`config.mk`:
```
export PLATFORM = sky130hd
export DESIGN_NAME = param_write_arbiter
export DESIGN_NICKNAME = d
export VERILOG_FILES = /design/src/rtl/param_write_arbiter.sv
export SDC_FILE = /design/constraint.sdc
export NUM_CORES = 1
export LEC_CHECK = 0
export CORE_AREA = 2 2 62 64
export DETAILED_ROUTE_END_ITERATION = 7
export DIE_AREA = 0 0 64 66
export PLACE_DENSITY_LB_ADDON = 0.15
export SETUP_SLACK_MARGIN = 0.3
export SLEW_MARGIN = 20
export SYNTH_ARGS = -nofsm -noshare
export SYNTH_HDL_FRONTEND = slang
export SYNTH_SLANG_ARGS = --single-unit
export TNS_END_PERCENT = 20
```
`constraint.sdc`:
```
create_clock -name CLOCK_25 -period 2 [get_ports CLOCK_25]
set_input_delay 0.5 -clock CLOCK_25 [delete_from_list [all_inputs] [get_ports CLOCK_25]]
set_output_delay 0.5 -clock CLOCK_25 [all_outputs]
set_load 0.05 [all_outputs]
```
`src/rtl/param_write_arbiter.sv`:
```
// Two-requester parameter write arbiter.
// Requester 0 is sysex and requester 1 is the preset loader. A granted write
// is latched and presented to the address decoder and the banks. It is then
// strobed with data_ready for HOLD_CYC cycles. After that the bus is left
// quiet for GAP_CYC cycles before the next grant.
//
// Handshake: reqN is a level request and is only looked at in IDLE. The
// matching ackN is a one-cycle pulse on the cycle after the grant edge; the
// requester may keep reqN high, and this is then treated as a fresh request
// at the next IDLE. bank_adr/param_adr/param_data are valid and stable from
// the ack cycle until the next ack, and data_ready marks the write window.
module param_write_arbiter #(
  parameter int HOLD_CYC = 2,
  parameter int GAP_CYC  = 6,
  parameter int ADR_W    = 7
) (
  input  logic             CLOCK_25,
  input  logic             iRST,
  input  logic             req0,
  input  logic             req1,
  input  logic [2:0]       bank0,
  input  logic [2:0]       bank1,
  input  logic [ADR_W-1:0] adr0,
  input  logic [ADR_W-1:0] adr1,
  input  logic [7:0]       dat0,
  input  logic [7:0]       dat1,
  output logic             ack0,
  output logic             ack1,
  output logic             err,
  output logic [2:0]       bank_adr,
  output logic [ADR_W-1:0] param_adr,
  output logic [7:0]       param_data,
  output logic             data_ready,
  output logic             busy,
  output logic [1:0]       state_dbg
);

  typedef enum logic [1:0] {
    S_IDLE   = 2'd0,
    S_SETUP  = 2'd1,
    S_STROBE = 2'd2,
    S_SETTLE = 2'd3
  } state_e;

  state_e           state_q, state_d;
  logic [3:0]       cnt_q, cnt_d;
  logic             ptr_q, ptr_d;
  logic [2:0]       bank_q, bank_d;
  logic [ADR_W-1:0] adr_q, adr_d;
  logic [7:0]       dat_q, dat_d;
  logic             ack0_q, ack0_d;
  logic             ack1_q, ack1_d;
  logic             err_q, err_d;
  logic             dr_q, dr_d;
  logic             busy_q, busy_d;

  logic             grant_any;
  logic             grant_side;
  logic [2:0]       grant_bank;
  logic             take;

  // Round-robin pick: the pointer only matters when both sides request.
  always_comb begin
    grant_any  = req0 | req1;
    grant_side = (req0 & req1) ? ptr_q : req1;
    grant_bank = grant_side ? bank1 : bank0;
  end

  // State register and all registered outputs; reset abandons any write.
  always_ff @(posedge CLOCK_25) begin
    if (iRST) begin
      state_q <= S_IDLE;
      cnt_q   <= 4'd0;
      ptr_q   <= 1'b0;
      bank_q  <= 3'd0;
      adr_q   <= '0;
      dat_q   <= 8'd0;
      ack0_q  <= 1'b0;
      ack1_q  <= 1'b0;
      err_q   <= 1'b0;
      dr_q    <= 1'b0;
      busy_q  <= 1'b0;
    end else begin
      state_q <= state_d;
      cnt_q   <= cnt_d;
      ptr_q   <= ptr_d;
      bank_q  <= bank_d;
      adr_q   <= adr_d;
      dat_q   <= dat_d;
      ack0_q  <= ack0_d;
      ack1_q  <= ack1_d;
      err_q   <= err_d;
      dr_q    <= dr_d;
      busy_q  <= busy_d;
    end
  end

  // Next-state logic: grant and latch in IDLE, then count through the strobe and settle phases.
  always_comb begin
    state_d = state_q;
    cnt_d   = cnt_q;
    ptr_d   = ptr_q;
    bank_d  = bank_q;
    adr_d   = adr_q;
    dat_d   = dat_q;
    take    = 1'b0;
    case (state_q)
      S_IDLE: begin
        if (grant_any) begin
          take    = 1'b1;
          state_d = S_SETUP;
          ptr_d   = ~grant_side;
          bank_d  = grant_bank;
          adr_d   = grant_side ? adr1 : adr0;
          dat_d   = grant_side ? dat1 : dat0;
        end
      end
      S_SETUP: begin
        // Banks 5..7 do not exist: no strobe, just the settle gap.
        if (bank_q >= 3'd5) begin
          state_d = S_SETTLE;
          cnt_d   = 4'(GAP_CYC - 1);
        end else begin
          state_d = S_STROBE;
          cnt_d   = 4'(HOLD_CYC - 1);
        end
      end
      S_STROBE: begin
        if (cnt_q == 4'd0) begin
          state_d = S_SETTLE;
          cnt_d   = 4'(GAP_CYC - 1);
        end else begin
          cnt_d = cnt_q - 4'd1;
        end
      end
      S_SETTLE: begin
        if (cnt_q == 4'd0) begin
          state_d = S_IDLE;
        end else begin
          cnt_d = cnt_q - 4'd1;
        end
      end
      default: state_d = S_IDLE;
    endcase
  end

  // Output decode: outputs are computed from the next state so they register alongside it.
  always_comb begin
    ack0_d = take & ~grant_side;
    ack1_d = take & grant_side;
    err_d  = take & (grant_bank >= 3'd5);
    dr_d   = (state_d == S_STROBE);
    busy_d = (state_d != S_IDLE);
  end

  assign ack0       = ack0_q;
  assign ack1       = ack1_q;
  assign err        = err_q;
  assign bank_adr   = bank_q;
  assign param_adr  = adr_q;
  assign param_data = dat_q;
  assign data_ready = dr_q;
  assign busy       = busy_q;
  assign state_dbg  = state_q;

endmodule

```
==> flow_metrics.tcl <==
set metrics [dict create \
    synth-seq-cells 30 \
    hold_class "register to register" \
    synth_top_area_share_pct 44.28 \
    power_density_nw_per_um2 1466 \
    grt-busiest-layer "met2" \
    synth.distinct_cells 38 \
    crit_buf_inv 1 \
    cts_sinks 30 \
    mostFrequentLayoutCells "39 x clkdlybuf4s50_1, 28 x dfxtp_1, 23 x nand2_1" \
    vias_per_cell 5.033 \
    clk_pin_slew_ns 0.10 \
    crit_slowest_cell "dlygate4sd2_1" \
    clock_path_buffers 2 \
    tns_ns 0 \
    finalHoldViolCount 0 \
    netlist_area_um2 1356 \
    grt_util_met1_pct 17.92 \
    final_period_minus_worst_setup_slack_ns 1.709 \
    layout-drive-gt1-share_pct 16.44 \
    path_class "register to output port" \
    crit_path_max_fanout 2 \
    grt_max_degree 20 \
    p_leak_nw 0.9792 \
    rsz0062_at_grt "true" \
    syn_inst 151 \
    htree_levels 2 \
    clock_latency_ns 0.32 \
    fin_nets 270 \
    core_um2 3551 \
    cp_slowest_stage_delay_ns 0.53 \
    via_count 1374 \
    syn_area_per_cell_um2 8.982 \
    cts-root-buf "clkbuf_4" \
    finalSetupViolations 0 \
    placementRows 22 \
    grt-ovfl-total 0 \
    ys_seq_area_share_pct 44.28 \
    clock_skew_ns 0.009553 \
    start_util_pct 38.20 \
    cp_cell_sequence "dlygate4sd2_1" \
    dr.pass1.iters 4 \
    outcome "finished clean" \
    yosysWarningCount 0 \
    p_total_mw 3.185 \
    grt_use_met3_pct 7.325 \
    multi_input_area_um2 724.4 \
    crit_path_start_kind "register" \
    max_freq_mhz 585.0 \
    antenna_cells 0 \
    fp.dieW_um 64 \
    synthTopCellsByArea "dfxtp_1 44%, nand2_1 6.4%, a22oi_1 5.5%, ha_1 5.5%, nor2_1 5.5%" \
    seq_area_um2 608.1 \
    syn_to_final_growth_pct 60.24 \
    grt_first_pass_wirelength_um 5720 \
    die_y_um 66 \
    cts_made_buffers 5 \
    critPathTopFamily "buffers and inverters" \
    antenna_left 0 \
    antenna_found_initial 0 \
    drt_iter0_markers 96 \
    hold_ws_ns 0.4411 \
    worst_ep_required_time_ns 1.50 \
    grt_pass1_vias 1339 \
    slew_viol_final 0 \
    synth_top_area_cell "dfxtp_1" \
    final_common_cell "clkdlybuf4s50_1" \
    die_area_um2 4224 \
    irDropWorstVdd_v 0.0006131 \
    synthesis.nets 197 \
    io_buffers 64 \
    drv_cap 0 \
    gp_congestion 0.6916 \
    dp_hpwl_um 2778 \
    drc 0 \
    period_share_pct 85.47 \
    io_pins 65 \
    post_drt_wl_per_cell_um 13.30 \
    grt_use_total_pct 17.53 \
    met2_usage_pct 30.73 \
    fillers 332 \
    postLayoutCoreUtil_pct 61.21 \
    worst_slew_pin_slew_ns 0.5085 \
    cts_hold_buf 0 \
    wirelength_um 3632 \
    end_kind "output port" \
    relSlewSlack_pct 66.04 \
    tritoncts "yes" \
    crit_arrival_ns 1.21 \
]
## synthesized netlist by cell type (all sizes together)
cell type  number
dfxtp          30
nand2          23
nor2           21
a22oi          10
a222oi          6
ha              6
inv             6
a211oi          5
a21oi           5
buf             5
nand3           4
nor3            4
o21ai           4
clkbuf          2
mux2i           2
nor3b           2
o211ai          2
o21a            2
a221o           1
a311oi          1
a32o            1
and3            1
and4b           1
nand2b          1
nor2b           1
nor4            1
o22ai           1
o31ai           1
or2b            1
or3b            1
## where the power goes
group / total, mW / switching [mW] / leakage, nW / internal [mW]
logic: 1.88 / 1.16 / 0.695 / 0.722
registers: 0.932 / 0.136 / 0.249 / 0.796
clock network: 0.375 / 0.205 / 0.0353 / 0.170
## per-stage QoR
step	setup WS, ns	instance area, um^2	std cells
final	0.2905	2173	273
after global routing	0.2146	2173	273
after CTS	0.02867	2131	272
after detailed placement	0.03714	2086	264
after global placement	0.06729	2086	264
after floorplan	0.3276	1361	151
## final timing paths
kind | slack, ns | from | depth (start not counted) | endpoint
min | 0.44 | param_adr[1]$_SDFFE_PP0P_ | 2 | param_adr[1]$_SDFFE_PP0P_
max reg2reg | 0.40 | cnt_q[0]$_SDFFE_PP0P_ | 6 | cnt_q[3]$_SDFFE_PP0P_
max | 0.29 | param_data[6]$_SDFFE_PP0P_ | 1 | param_data[6]
min reg2reg | 0.44 | param_adr[1]$_SDFFE_PP0P_ | 2 | param_adr[1]$_SDFFE_PP0P_
## kinds of logic (layout without fill, tap and decap cells)
group / Yosys count / count (layout) / share of synthesized area [%]
multiplexers: 2 / 2 / 1.476
adder cells (fa/ha/maj): 6 / 6 / 5.535
AND/OR/NAND/NOR: 61 / 61 / 21.68
buffers and inverters: 13 / 87 / 4.151
AO/OA/AOI/OAI: 39 / 39 / 22.88
flip-flops: 30 / 30 / 44.28
## registers in the layout (all words and copies together), names as in the netlist, 2 cells and up
signal	cells
bank_adr	3
param_data	8
cnt_q	4
param_adr	7
state_dbg	2
## repair_timing
| item | CTS | global route |
|---|---|---|
| pin swaps | 0 | 1 |
| gates resized for setup | 20 | 8 |
| setup buffers | 0 | 1 |
| endpoints found under the setup margin | 19 | 24 |
## final cells by class
type | count | share of cell area, %
sequential | 30 | 27.98
clock buffer | 7 | 2.533
tap | 48 | 2.763
clock inverter | 1 | 0.2303
multi-input combinational | 108 | 33.33
inverter | 6 | 1.036
timing repair buffer | 73 | 32.12
## per-layer routing
layer	part of all wire (%)	vias up
li1	-	691
met1	41	627
met2	49	48
met3	8.2	8
met4	2.0	0
met5	0	-
Power figures use the tool's default switching activity.
